## config.mk

```make
export PLATFORM = sky130hd
export DESIGN_NAME = pet_io_bus_flat
export DESIGN_NICKNAME = d
export VERILOG_FILES = /design/src/rtl/pet_io_pkg.sv /design/src/rtl/pet_io_bus_if.sv /design/src/rtl/pet_io_irqctl.sv /design/src/rtl/pet_io_bus.sv /design/src/flat_wrapper.sv
export SDC_FILE = /design/constraint.sdc
export NUM_CORES = 1
export LEC_CHECK = 0
export ABC_AREA = 0
export CELL_PAD_IN_SITES_DETAIL_PLACEMENT = 1
export CELL_PAD_IN_SITES_GLOBAL_PLACEMENT = 1
export CORE_MARGIN = 2
export CORE_UTILIZATION = 32
export DETAILED_ROUTE_END_ITERATION = 10
export GPL_ROUTABILITY_DRIVEN = 0
export PLACE_DENSITY_LB_ADDON = 0.1
export SYNTH_ARGS = -nofsm -noshare
export SYNTH_HDL_FRONTEND = slang
export SYNTH_HIERARCHICAL = 1
export SYNTH_SLANG_ARGS = --single-unit
```

## constraint.sdc

```tcl
create_clock -name clk -period 2.2 [get_ports clk]
set_clock_uncertainty 0.1 [all_clocks]
set_input_delay 0.22 -clock clk [delete_from_list [all_inputs] [get_ports clk]]
set_output_delay 0.22 -clock clk [all_outputs]
set_load 0.03 [all_outputs]
```

## src/rtl/pet_io_pkg.sv

```systemverilog
// Shared types and constants for the PET I/O region controller.
package pet_io_pkg;

    localparam int MAX_DEV = 8;

    typedef enum logic [1:0] {
        IDLE,
        STROBE,
        WAIT,
        CAPTURE
    } state_t;

    localparam logic [1:0] REG_IRQ_PEND = 2'd0;
    localparam logic [1:0] REG_IRQ_MASK = 2'd1;
    localparam logic [1:0] REG_IRQ_EDGE = 2'd2;
    localparam logic [1:0] REG_BUS_STAT = 2'd3;

    // Index of the lowest set bit; 0 when the vector is empty.
    function automatic logic [2:0] lowest_set(input logic [MAX_DEV-1:0] v);
        logic       found;
        logic [2:0] idx;
        found = 1'b0;
        idx   = '0;
        for (int unsigned i = 0; i < MAX_DEV; i++) begin
            if (v[i] && !found) begin
                idx   = 3'(i);
                found = 1'b1;
            end
        end
        return idx;
    endfunction

endpackage

```

## src/rtl/pet_io_bus_if.sv

```systemverilog
// CPU-side bus of the PET I/O region: access request, ready, read data and interrupt.
interface pet_io_bus_if #(
    parameter int ADDR_W = 8
);
    logic              ce;
    logic              cs;
    logic              we;
    logic [ADDR_W-1:0] addr;
    logic [7:0]        data_in;
    logic [7:0]        data_out;
    logic              rdy;
    logic              irq;

    modport master (output ce, cs, we, addr, data_in, input data_out, rdy, irq);
    modport slave  (input ce, cs, we, addr, data_in, output data_out, rdy, irq);
endinterface

```

## src/rtl/pet_io_irqctl.sv

```systemverilog
// Interrupt controller: per-device mask, edge/level mode, latched edge pending and registered irq.
module pet_io_irqctl
    import pet_io_pkg::*;
#(
    parameter int NUM_DEV = 3
) (
    input  logic               clk,
    input  logic               reset,
    input  logic [NUM_DEV-1:0] dev_irq,
    input  logic               wr_en,
    input  logic [1:0]         wr_addr,
    input  logic [NUM_DEV-1:0] wr_data,
    output logic [NUM_DEV-1:0] mask,
    output logic [NUM_DEV-1:0] edge_mode,
    output logic [NUM_DEV-1:0] pending,
    output logic               irq
);

    logic [NUM_DEV-1:0] mask_q, edge_q, latch_q, prev_q, rise;
    logic               irq_q;

    always_comb begin
        rise    = dev_irq & ~prev_q & edge_q;
        pending = (edge_q & latch_q) | (~edge_q & dev_irq);
    end

    always_ff @(posedge clk or posedge reset) begin
        if (reset) begin
            mask_q  <= '1;
            edge_q  <= '0;
            latch_q <= '0;
            prev_q  <= '0;
            irq_q   <= 1'b0;
        end else begin
            prev_q <= dev_irq;
            irq_q  <= |(pending & mask_q);
            if (wr_en && wr_addr == REG_IRQ_MASK)
                mask_q <= wr_data;
            // A new edge beats a simultaneous W1C; leaving edge mode drops the latched state.
            if (wr_en && wr_addr == REG_IRQ_EDGE) begin
                edge_q  <= wr_data;
                latch_q <= (latch_q | rise) & wr_data;
            end else if (wr_en && wr_addr == REG_IRQ_PEND) begin
                latch_q <= (latch_q & ~wr_data) | rise;
            end else begin
                latch_q <= latch_q | rise;
            end
        end
    end

    assign mask      = mask_q;
    assign edge_mode = edge_q;
    assign irq       = irq_q;

endmodule

```

## src/rtl/pet_io_bus.sv

```systemverilog
// PET I/O region controller: one-hot device decode, strobes, ack wait states with timeout,
// wired-AND read mux, CPU RDY, IRQ controller and bus-status register.
module pet_io_bus
    import pet_io_pkg::*;
#(
    parameter int                 NUM_DEV  = 3,
    parameter int                 SEL_LSB  = 4,
    parameter int                 ADDR_W   = 8,
    parameter logic [NUM_DEV-1:0] ACK_MASK = '0,
    parameter int                 TIMEOUT  = 15,
    parameter bit                 CTRL_EN  = 1'b1
) (
    input  logic                   clk,
    input  logic                   reset,
    pet_io_bus_if.slave            bus,
    output logic [NUM_DEV-1:0]     dev_sel,
    output logic [NUM_DEV-1:0]     dev_strobe,
    input  logic [8*NUM_DEV-1:0]   dev_data,
    input  logic [NUM_DEV-1:0]     dev_ack,
    input  logic [NUM_DEV-1:0]     dev_irq
);

    if (NUM_DEV < 1 || NUM_DEV > MAX_DEV) begin : g_bad_num_dev
        $error("pet_io_bus: NUM_DEV out of range");
    end
    if (SEL_LSB + NUM_DEV > ADDR_W) begin : g_bad_sel
        $error("pet_io_bus: select bits exceed ADDR_W");
    end
    if (TIMEOUT < 1 || TIMEOUT > 255) begin : g_bad_timeout
        $error("pet_io_bus: TIMEOUT out of range");
    end

    // Counter value during the last permitted WAIT cycle.
    localparam logic [7:0] TO_LAST = 8'(TIMEOUT - 1);

    state_t             state_q, state_d;
    logic [NUM_DEV-1:0] sel_q, ack_q, wdata_q, need, ack_all;
    logic [NUM_DEV-1:0] mask, edge_mode, pending;
    logic               ctrl_q, we_q, to_q, to_flag_q, rdy_q;
    logic               ack_done, cnt_hit, wr_ctrl, irq_w;
    logic [1:0]         reg_q;
    logic [7:0]         cnt_q, data_out_q, dev_rd, rd_ctrl, rd_val;
    logic [2:0]         last_dev_q;
    logic [MAX_DEV-1:0] unacked;

    always_comb begin
        need     = sel_q & ACK_MASK;
        ack_all  = ack_q | dev_ack;
        ack_done = ((ack_all & need) == need);
        cnt_hit  = (cnt_q == TO_LAST);
        wr_ctrl  = (state_q == CAPTURE) && we_q && ctrl_q;
        unacked  = '0;
        unacked[NUM_DEV-1:0] = need & ~ack_q;
    end

    always_comb begin
        state_d = state_q;
        case (state_q)
            IDLE:    if (bus.ce && bus.cs) state_d = STROBE;
            STROBE:  state_d = (need != '0) ? WAIT : CAPTURE;
            WAIT:    if (ack_done || cnt_hit) state_d = CAPTURE;
            CAPTURE: state_d = IDLE;
            default: state_d = IDLE;
        endcase
    end

    always_comb begin
        dev_strobe = '0;
        dev_sel    = '0;
        if (state_q == STROBE) dev_strobe = sel_q;
        if (state_q != IDLE)   dev_sel    = sel_q;
    end

    always_comb begin
        dev_rd = 8'hFF;
        for (int unsigned i = 0; i < NUM_DEV; i++) begin
            if (sel_q[i]) dev_rd &= dev_data[8*i +: 8];
        end
        rd_ctrl = '0;
        case (reg_q)
            REG_IRQ_PEND: rd_ctrl[NUM_DEV-1:0] = pending;
            REG_IRQ_MASK: rd_ctrl[NUM_DEV-1:0] = mask;
            REG_IRQ_EDGE: rd_ctrl[NUM_DEV-1:0] = edge_mode;
            default:      rd_ctrl = {1'b0, last_dev_q, 3'b000, to_flag_q};
        endcase
        // With no select bits and no control decode, dev_rd is already all ones.
        rd_val = to_q ? 8'hFF : (ctrl_q ? rd_ctrl : dev_rd);
    end

    always_ff @(posedge clk or posedge reset) begin
        if (reset) begin
            state_q    <= IDLE;
            sel_q      <= '0;
            ack_q      <= '0;
            wdata_q    <= '0;
            ctrl_q     <= 1'b0;
            we_q       <= 1'b0;
            reg_q      <= '0;
            cnt_q      <= '0;
            to_q       <= 1'b0;
            to_flag_q  <= 1'b0;
            last_dev_q <= '0;
            rdy_q      <= 1'b1;
            data_out_q <= 8'hFF;
        end else begin
            state_q <= state_d;
            case (state_q)
                IDLE: begin
                    if (bus.ce && bus.cs) begin
                        sel_q   <= bus.addr[SEL_LSB +: NUM_DEV];
                        ctrl_q  <= CTRL_EN && (bus.addr[SEL_LSB +: NUM_DEV] == '0);
                        we_q    <= bus.we;
                        reg_q   <= bus.addr[1:0];
                        wdata_q <= bus.data_in[NUM_DEV-1:0];
                        ack_q   <= '0;
                        to_q    <= 1'b0;
                        rdy_q   <= 1'b0;
                    end
                end
                STROBE: begin
                    ack_q <= ack_q | dev_ack;
                    cnt_q <= '0;
                end
                WAIT: begin
                    ack_q <= ack_all;
                    cnt_q <= cnt_q + 8'd1;
                    if (cnt_hit && !ack_done) to_q <= 1'b1;
                end
                CAPTURE: begin
                    if (!we_q) data_out_q <= rd_val;
                    if (to_q) begin
                        to_flag_q  <= 1'b1;
                        last_dev_q <= lowest_set(unacked);
                    end else if (wr_ctrl && reg_q == REG_BUS_STAT) begin
                        to_flag_q  <= 1'b0;
                        last_dev_q <= '0;
                    end
                    rdy_q <= 1'b1;
                end
                default: ;
            endcase
        end
    end

    pet_io_irqctl #(
        .NUM_DEV(NUM_DEV)
    ) u_irqctl (
        .clk      (clk),
        .reset    (reset),
        .dev_irq  (dev_irq),
        .wr_en    (wr_ctrl),
        .wr_addr  (reg_q),
        .wr_data  (wdata_q),
        .mask     (mask),
        .edge_mode(edge_mode),
        .pending  (pending),
        .irq      (irq_w)
    );

    assign bus.data_out = data_out_q;
    assign bus.rdy      = rdy_q;
    assign bus.irq      = irq_w;

endmodule
```

## src/flat_wrapper.sv

```systemverilog
// flat-port wrapper written by rule: the top's interface ports become plain ports
module pet_io_bus_flat import pet_io_pkg::*;
#(
    parameter int                 NUM_DEV  = 3,
    parameter int                 SEL_LSB  = 4,
    parameter int                 ADDR_W   = 8,
    parameter logic [NUM_DEV-1:0] ACK_MASK = '0,
    parameter int                 TIMEOUT  = 15,
    parameter bit                 CTRL_EN  = 1'b1
)
  (clk, reset, dev_sel, dev_strobe, dev_data, dev_ack, dev_irq, bus_ce, bus_cs, bus_we, bus_addr, bus_data_in, bus_data_out, bus_rdy, bus_irq);
  pet_io_bus_if #(.ADDR_W(ADDR_W)) bus_i ();
  input  logic clk;
  input  logic reset;
  output logic [NUM_DEV-1:0] dev_sel;
  output logic [NUM_DEV-1:0] dev_strobe;
  input  logic [8*NUM_DEV-1:0] dev_data;
  input  logic [NUM_DEV-1:0] dev_ack;
  input  logic [NUM_DEV-1:0] dev_irq;
  input wire logic [$bits(bus_i.ce)-1:0] bus_ce;
  input wire logic [$bits(bus_i.cs)-1:0] bus_cs;
  input wire logic [$bits(bus_i.we)-1:0] bus_we;
  input wire logic [$bits(bus_i.addr)-1:0] bus_addr;
  input wire logic [$bits(bus_i.data_in)-1:0] bus_data_in;
  output wire logic [$bits(bus_i.data_out)-1:0] bus_data_out;
  output wire logic [$bits(bus_i.rdy)-1:0] bus_rdy;
  output wire logic [$bits(bus_i.irq)-1:0] bus_irq;
  assign bus_i.ce = bus_ce;
  assign bus_i.cs = bus_cs;
  assign bus_i.we = bus_we;
  assign bus_i.addr = bus_addr;
  assign bus_i.data_in = bus_data_in;
  assign bus_data_out = bus_i.data_out;
  assign bus_rdy = bus_i.rdy;
  assign bus_irq = bus_i.irq;
  pet_io_bus #(.NUM_DEV(NUM_DEV), .SEL_LSB(SEL_LSB), .ADDR_W(ADDR_W), .ACK_MASK(ACK_MASK), .TIMEOUT(TIMEOUT), .CTRL_EN(CTRL_EN)) u_core (.clk(clk), .reset(reset), .bus(bus_i), .dev_sel(dev_sel), .dev_strobe(dev_strobe), .dev_data(dev_data), .dev_ack(dev_ack), .dev_irq(dev_irq));
endmodule
```

### Word-level counts from Yosys, hierarchy flattened

Cells that the tools add are included.

| word-level totals | value |
|---|---|
| bits of input ports | 51 |
| ROM bits | 0 |
| output and inout port bits | 16 |
| bits in registers | 38 |
| latch bits | 0 |
| memories | 0 |
| bits in writable memories | 0 |

| operators by class | value |
|---|---|
| reduce and logical (&&, ||, !) cells | 19 |
| shifts and indexed selects | 0 |
| divide/modulo/power cells | 0 |
| equality and inequality tests | 7 |
| mux-type cells | 16 |
| add/subtract/negate cells | 0 |
| order comparisons | 0 |
| bitwise logic cells | 16 |
| multipliers | 0 |

Operators with widths:

| kind | number |
|---|---|
| 2-to-1 mux 8 bit | 4 |
| AND 3 bit | 7 |
| AND 8 bit | 2 |
| 2-to-1 mux 3 bit | 5 |
| NOT 3 bit | 3 |
| bitwise OR 3 bit | 3 |
| case mux 3 bit (3 select lines) | 1 |
| equality test 2 bit (second input constant) | 4 |
| AND reduction 2 bit | 4 |
| logical AND 1 bit | 7 |
| case mux 2 bit (3 select lines) | 1 |
| OR reduction 3 bit | 2 |
| equality test 2 x 1 -> 1 bit (second input constant) | 2 |
| zero test 2 bit | 2 |
| 2-to-1 mux 4 bit | 1 |
| nonzero test 2 bit | 2 |
| zero test 3 bit | 1 |
| 2-to-1 mux 1 bit | 2 |
| 2-to-1 mux 2 bit | 1 |
| inequality test 2 x 1 -> 1 bit (second input constant) | 1 |
| case mux 1 bit (2 select lines) | 1 |
| OR reduction 2 bit | 1 |
| NOT 1 bit | 1 |

### Logic depth before layout (Yosys ltp)

Gate-level depths: netlist of run 1.

| depth | value |
|---|---|
| word-level depth | 6 |
| mapped depth | 6 |
| depth with buffers taken out | 5 |

### Cells and area by module

The synthesis of run 1 kept the hierarchy.

By module, submodules not included:

| module | times used | seq. area each (sq um) | cells each | area each (sq um) |
|---|---|---|---|---|
| pet_io_bus | 1 | 536.8 | 108 | 1151.1 |
| pet_io_irqctl | 1 | 329.1 | 52 | 548.0 |

### Worst setup path before layout of run 1

No wires, ideal clock.

| timing | value |
|---|---|
| kind | register -> register |
| from | reg u_core.state_q[0] |
| to | reg u_core.reg_q[0] |
| data required time | 1.975 ns |
| cell stages (with the launch flop) | 6 |
| slack | 0.650 ns |
| setup time | 0.125 ns |
| arrival time | 1.326 ns |
| cells stage by stage | dfrtp_1 inv_1 ha_1 nand3_1 buf_2 mux2_2 |

| on the way | value |
|---|---|
| word-level cells in the longest chain between the ends | 2 |

RTL lines:

| element | line | RTL |
|---|---|---|
| from (decl) | pet_io_bus.sv:36 | `state_t state_q, state_d;` |
| from (signal assigned) | pet_io_bus.sv:106 | `state_q <= state_d;` |
| zero test 2 bit | pet_io_bus.sv:107 | `case (state_q)` |
| AND reduction 2 bit (no line) | - |  |
| to (signal assigned) | pet_io_bus.sv:113 | `reg_q <= bus.addr[1:0];` |
| to (decl) | pet_io_bus.sv:41 | `logic [1:0] reg_q;` |

No other way between the ends.
A chain may end at the register's enable or synchronous reset.

### Worst setup path in the final report of run 1

| timing | value |
|---|---|
| from | reg u_core.data_out_q[3], in the netlist u_core/bus.data_out[3] |
| to | out bus_data_out[3] |

RTL lines:

| element | line | RTL |
|---|---|---|
| from (decl) | pet_io_bus.sv:42 | `logic [7:0] cnt_q, data_out_q, dev_rd, rd_ctrl, rd_val;` |
| from (signal assigned) | pet_io_bus.sv:130 | `if (!we_q) data_out_q <= rd_val;` |
| to (decl) | flat_wrapper.sv:25 | `output wire logic [$bits(bus_i.data_out)-1:0] bus_data_out;` |

No word-level cell between the ends.

==> flow_metrics.env, run 1 <==
export IMPL_place_port_buffers=55
export IMPL_htreeDepth=2
export IMPL_timing_rr_start="u_core/state_q[1]"
export IMPL_yosysUniqueCellTypes=32
export IMPL_vias=1433
export IMPL_ios=67
export IMPL_fmax_ghz=0.546
export IMPL_clk_pin_slew_worst_paths_ns=0.07
export IMPL_worstSetupEndpointType="output port"
export IMPL_syn_inst=160
export IMPL_slowest_stage="clkdlybuf4s50_1"
export IMPL_place_hpwl_mm=3.61
export IMPL_crit_chain="clkdlybuf4s50_1"
export IMPL_route_met2_wl_mm=2.31
export IMPL_ys_ff_latch=34
export IMPL_ys_top_cells_by_count="22 x dfrtp_1, 16 x nand2_1, 13 x inv_1, 12 x dfstp_2, 11 x mux2_2"
export IMPL_min_period_over_period_pct=83.2
export IMPL_setup_violations=0
export IMPL_dieArea_sq_mm=0.00591
export IMPL_synth_warnings=6
export IMPL_start_kind="flip-flop"
export IMPL_cts_tree="yes"
export IMPL_diodes=0
export IMPL_synth_fp_nets=215
export IMPL_crit_required_ns=1.88
export IMPL_slew_viol_final=0
export IMPL_grt_ovfl_total=0
export IMPL_status="finished, final reports clean"
export IMPL_power_leakage_nw=1.11
export IMPL_maxCapViolCount=0
export IMPL_antenna_left=0
export IMPL_grt_pass1_vias=1522
export IMPL_grt_max_degree=17
export IMPL_yosysMostFrequentCell="dfrtp_1"
export IMPL_ir_drop_v=0.000634
export IMPL_synth_ff_type="dfrtp_1"
export IMPL_synth_top_area_share_pct=32.4
export IMPL_fillers=564
export IMPL_rsz0062_at_grt="false"
export IMPL_synth_compound_area_share_pct=17.6
export IMPL_grt_pass1_wl_mm=7.52
export IMPL_cts_buffers=5
export IMPL_wl_per_cell_um=15.8
export IMPL_die_h_um=76.9
export IMPL_postCtsSetupBuffers=0
export IMPL_antenna_found_initial=0
export IMPL_hold_viol_final=0
export IMPL_drt_met1_wl_mm=2.00
export IMPL_drt_iter0_drc=44
export IMPL_highest_layer="met4"
export IMPL_avgSynthCellArea_sq_um=10.6
export IMPL_vias_per_cell=4.96
export IMPL_totalNegativeSetupSlack_ns=0
export IMPL_grt_usage_pct=16.3
export IMPL_synth_xor_area_share_pct=0
export IMPL_synth_top_cell_by_area="dfrtp_1"
export IMPL_cts_sinks=34
export IMPL_max_stage_delay_ns=0.69
export IMPL_placeableCoreArea_sq_mm=0.00511
export IMPL_initial_core_util_pct=33.3
export IMPL_area_delta_synth_final_pct=45.7
export IMPL_critical_path_class="flip-flop to output port"
export IMPL_tightest_slew_ns=0.630
export IMPL_r2r_end="u_core/sel_q[2]"
export IMPL_drt_first_pass_iters=4
export IMPL_synthMuxAreaShare_pct=9.94
export IMPL_slew_headroom_pct=57.9
export IMPL_crit_family="buffers and inverters"
export IMPL_drt_wl_total_mm=4.56
export IMPL_ff2ff_setup_slack_ns=0.41
export IMPL_worstSkewPairLatency_ns=0.29
export IMPL_synth_top_family_by_area="compound AO/OA/AOI/OAI gates"
export IMPL_hold_class="input port to async pin"
export IMPL_clock_path_buffers=2
export IMPL_postSynth_asyncResetShare_pct=100
export IMPL_drc=0
export IMPL_powerDensity_mw_per_mm2=1380
export IMPL_rr_worst_depth=4
export IMPL_yosys_top_cells_area="dfrtp_1 32%, dfstp_2 19%, mux2_2 7.3%"
export IMPL_placementRows=26
export IMPL_route_met3_wl_um=180
export IMPL_syn_area_sq_mm=0.00170
export IMPL_synth_enable_flop_cells=0
export IMPL_layout_nets=273
export IMPL_power_total_mw=3.41
export IMPL_die_w_um=76.9
export IMPL_drive_gt1_share_pct=16.4
export IMPL_synth_simple_area_share_pct=13.5
export IMPL_crit_arrival_ns=1.51
export IMPL_cts_root_buf="clkbuf_8"
export IMPL_path_max_fanout=2
export IMPL_fin_crit_ns=1.83
export IMPL_seq_area_frac_synth_pct=51.0
export IMPL_synth_adder_area_share_pct=2.95
export IMPL_cp_num_buf_inv=1
[area by class of cell]
| class | instances | area, sq um | area share, % |
|---|---|---|---|
| clock buffer | 6 | 82.6 | 3.34 |
| clock inverter | 2 | 60.1 | 2.43 |
| inverter | 14 | 52.6 | 2.12 |
| multi-input combinational | 106 | 747 | 30.2 |
| sequential | 34 | 866 | 35.0 |
| tap | 70 | 87.6 | 3.54 |
| timing repair buffer | 57 | 581 | 23.4 |
[stage by stage]
stage | hold WS, ns | utilization (%) | worst slack, ns | std cells | area (sq um)
after detailed placement | 0.367 | 45.4 | 0.345 | 281 | 2320
after CTS | 0.186 | 48.2 | 0.00260 | 289 | 2460
after global placement | 0.359 | 45.4 | 0.382 | 281 | 2320
final | 0.176 | 48.5 | 0.369 | 289 | 2480
after global routing | 0.224 | 48.5 | 0.186 | 289 | 2480
after floorplan | -0.00519 | - | 0.650 | 160 | 1700
[cells by family (layout without fill, tap and decap cells)]
group | count (synthesis) | count (layout)
simple gates | 46 | 46
compound gates | 41 | 41
buf+inv | 20 | 79
flops | 34 | 34
mux | 15 | 15
fa+ha+maj | 4 | 4
[placed cells by master (no fill, tap or decap), drive strengths merged]
cell type      instances
a211o                  1
a21bo                  1
a21oi                  5
a222oi                 1
a2bb2oi                3
a32oi                  3
and2                   3
and3                   1
buf                    2
bufinv                 2
clkbuf                 6
clkdlybuf4s50         49
clkinv                 1
dfrtp                 22
dfstp                 12
dlymetal6s2s           6
ha                     4
inv                   13
mux2                  12
mux2i                  3
nand2                 16
nand2b                 8
nand3                  1
nand3b                 2
nor2                   8
nor2b                  7
o2111ai                3
o21ai                 10
o221ai                 3
o22ai                  5
o41ai                  6
[worst max path at each step]
| stage | start | end | slack (ns) | depth (start not counted) |
|---|---|---|---|---|
| 2_1_floorplan | u_core/state_q[0] | u_core/reg_q[0] | 0.65 | 5 |
| 3_5_place_dp | u_core/state_q[0] | dev_sel[0] | 0.35 | 4 |
| 5_1_grt | u_core/state_q[1] | u_core/ctrl_q | 0.19 | 4 |
| 4_1_cts | u_core/state_q[0] | dev_sel[0] | 0.003 | 4 |
| 3_3_place_gp | u_core/state_q[0] | dev_sel[0] | 0.38 | 4 |
| 6_report | u_core/bus.data_out[3] | bus_data_out[3] | 0.37 | 1 |
[report_power, final]
| group | internal [mW] | leakage, nW | switching [mW] |
|---|---|---|---|
| logic | 0.693 | 0.647 | 0.783 |
| clock network | 0.483 | 0.0714 | 0.232 |
| registers | 0.942 | 0.387 | 0.274 |
| total | 2.12 | 1.11 | 1.29 |
[what timing repair did]
item                       CTS  global route
hold buffers                 0             0
resized for setup            0             6
setup endpoints to repair    0             6
[sequential cells by signal, indices dropped and copies added, names as in the netlist]
name                       flops
u_core/u_irqctl/edge_mode      3
u_core/we_q                    1
u_core/u_irqctl/mask           3
u_core/u_irqctl/latch_q        3
u_core/u_irqctl/prev_q         3
u_core/bus.data_out            8
u_core/ctrl_q                  1
u_core/sel_q                   3
u_core/wdata_q                 3
u_core/bus.rdy                 1
u_core/state_q                 2
u_core/reg_q                   2
u_core/u_irqctl/irq            1
[per-layer routing]
layer  track usage (%)  vias up
met2              27.2       37
li1                  -      680
met5                 0        -
met4              6.00        0
met1              20.3      710
met3              4.24        6
No activity file was read; power rests on OpenSTA's default activity.
==> inputs of run 2 (changes only) <==
Clock period 2.2 ns to 1.7 ns, I/O delays scaled along.
==> flow_metrics.env, run 2 (synthesis gave the netlist of run 1 again) <==
export IMPL_status="finished, final reports clean"
export IMPL_power_leakage_nw=1.06
export IMPL_slew_headroom_pct=67.6
export IMPL_slew_viol_final=0
export IMPL_comb_power_share_pct=46.6
export IMPL_mostFrequentLayoutCell="clkdlybuf4s50_1"
export IMPL_area_delta_synth_final_pct=45.5
export IMPL_antenna_found_initial=0
export IMPL_hold_viol_final=0
export IMPL_dp_cells=286
export IMPL_vias=1438
export IMPL_timing_hold_ws_ns=0.147
export IMPL_path_max_fanout=5
export IMPL_cts_tree="yes"
export IMPL_start_kind="flip-flop"
export IMPL_crit_arrival_ns=1.35
export IMPL_instances_no_fill=295
export IMPL_wl_per_cell_um=16.0
export IMPL_drt_met1_wl_mm=2.01
export IMPL_cts_root_buf="clkbuf_8"
export IMPL_drt_first_pass_iters=4
export IMPL_setup_violations=0
export IMPL_clock_path_buffers=2
export IMPL_drt_wl_total_mm=4.73
export IMPL_route_met2_wl_mm=2.41
export IMPL_final_cell_mix="40 x clkdlybuf4s50_1, 21 x dfrtp_1, 16 x nand2_1"
export IMPL_drive_gt1_share_pct=23.1
export IMPL_antenna_left=0
export IMPL_ios=67
export IMPL_place_hpwl_mm=3.63
export IMPL_route_met3_wl_um=217
export IMPL_die_w_um=76.9
export IMPL_vias_per_cell=4.87
export IMPL_placeableCoreArea_sq_mm=0.00511
export IMPL_placed_cell_area_sq_mm=0.00234
export IMPL_initial_core_util_pct=33.3
export IMPL_placementRows=26
export IMPL_stdcell_area_sq_mm=0.00247
export IMPL_grt_ovfl_total=0
export IMPL_place_port_buffers=55
export IMPL_worstSkewPairLatency_ns=0.29
export IMPL_seqPwrFrac_pct=36.2
export IMPL_cts_buffers=5
export IMPL_grt_pass1_wl_mm=7.98
export IMPL_diodes=0
export IMPL_grt_max_degree=22
export IMPL_totalNegativeSetupSlack_ns=0
export IMPL_crit_required_ns=1.43
export IMPL_intPower_mw=2.56
export IMPL_slowest_stage="dfrtp_2"
export IMPL_power_total_mw=4.27
export IMPL_drc=0
export IMPL_rsz0062_at_grt="false"
export IMPL_maxCapViolCount=0
export IMPL_crit_chain="inv_2 > ha_2 > buf_4 > nor2_1 > buf_4"
export IMPL_highest_layer="met4"
export IMPL_final_util_pct=48.4
export IMPL_clkPwrFrac_pct=17.2
export IMPL_max_stage_delay_ns=0.42
export IMPL_fin_crit_ns=1.62
export IMPL_fillers=592
export IMPL_drt_iter0_drc=75
export IMPL_critical_path_class="flip-flop to output port"
export IMPL_dieArea_sq_mm=0.00591
export IMPL_die_h_um=76.9
export IMPL_grt_usage_pct=17.3
export IMPL_setup_ws_ns=0.0777
export IMPL_powerDensity_mw_per_mm2=1730
export IMPL_switching_share_pct=40.0
export IMPL_layout_nets=279
export IMPL_crit_path_frequent_cell="buf_4"
export IMPL_place_ws_ns=0.0774
export IMPL_hold_class="input port to async pin"
export IMPL_htreeDepth=2
export IMPL_cts_sinks=34
export IMPL_worstSetupEndpointType="output port"
export IMPL_fmax_ghz=0.616
export IMPL_clk_pin_slew_worst_paths_ns=0.07
export IMPL_min_period_over_period_pct=95.4
export IMPL_tightest_slew_ns=0.485
export IMPL_grt_pass1_vias=1552
export IMPL_ir_drop_v=0.000706
export IMPL_largest_reg_flops=8
export IMPL_switchingPower_mw=1.71
## run 2: cell types whose count changed in the layout (fill, tap and decap cells not counted), sizes merged
cell,delta
buf,+12
clkdlybuf4s50,-9
dlygate4sd2,+9
dlymetal6s2s,-6
bufinv,-1
clkbuf,+1
## run 2: layout make-up
type                            count  area, sq um  area share (%)
Multi-Input combinational cell    106          767            31.0
Clock buffer                        7         76.3            3.09
Inverter                           14         52.6            2.13
Timing Repair Buffer               63          592            23.9
Tap cell                           70         87.6            3.54
Clock inverter                      1         30.0            1.21
Sequential cell                    34          867            35.1
## run 2: critical path, delay by kind of cell, from the launching register on
family,cells,cell delay (ns)
buffers and inverters,3,0.37
DFF,1,0.42
adders and majority gates,1,0.19
and+or+nand+nor,1,0.08
## run 2: path summary, 6_finish.rpt
kind                       slack (ns)  cells after the start                    endpoint                   start
setup / recovery                 0.08                      5                  dev_sel[2]       u_core/state_q[0]
hold / removal                   0.15                      2  u_core/u_irqctl/latch_q[2]                   reset
setup reg to reg                 0.16                      4      u_core/bus.data_out[5]       u_core/state_q[0]
hold reg to reg                  0.37                      2      u_core/bus.data_out[6]  u_core/bus.data_out[6]
max in group asynchronous        1.00                      2     u_core/u_irqctl/mask[2]                   reset
min in group clk                 0.28                      1   u_core/u_irqctl/prev_q[1]              dev_irq[1]
## run 2: repair_timing
item                                    in CTS  in global routing
pin swaps                                    0                  0
setup buffers                                0                  1
hold endpoints to repair                     0                  0
cloned                                       0                  0
resized for setup                           10                  9
hold buffers                                 0                  0
endpoints found under the setup margin      10                 11
## run 2: per-layer routing
layer  up-vias  global-route usage, %
met5         -                      0
met3         7                   3.88
met4         0                   6.55
li1        697                      -
met1       699                   21.5
met2        35                   29.4
## run 2: power groups by stage
| stage | Clock (mW) | Sequential (mW) | Combinational, mW |
|---|---|---|---|
| 3_3_place_gp | 0 | 1.54 | 1.93 |
| 6_report | 0.735 | 1.54 | 1.99 |
| 3_5_place_dp | 0 | 1.56 | 1.99 |
| 5_1_grt | 0.789 | 1.60 | 2.18 |
| 2_1_floorplan | 0 | 1.65 | 1.14 |
| 4_1_cts | 0.759 | 1.55 | 1.94 |
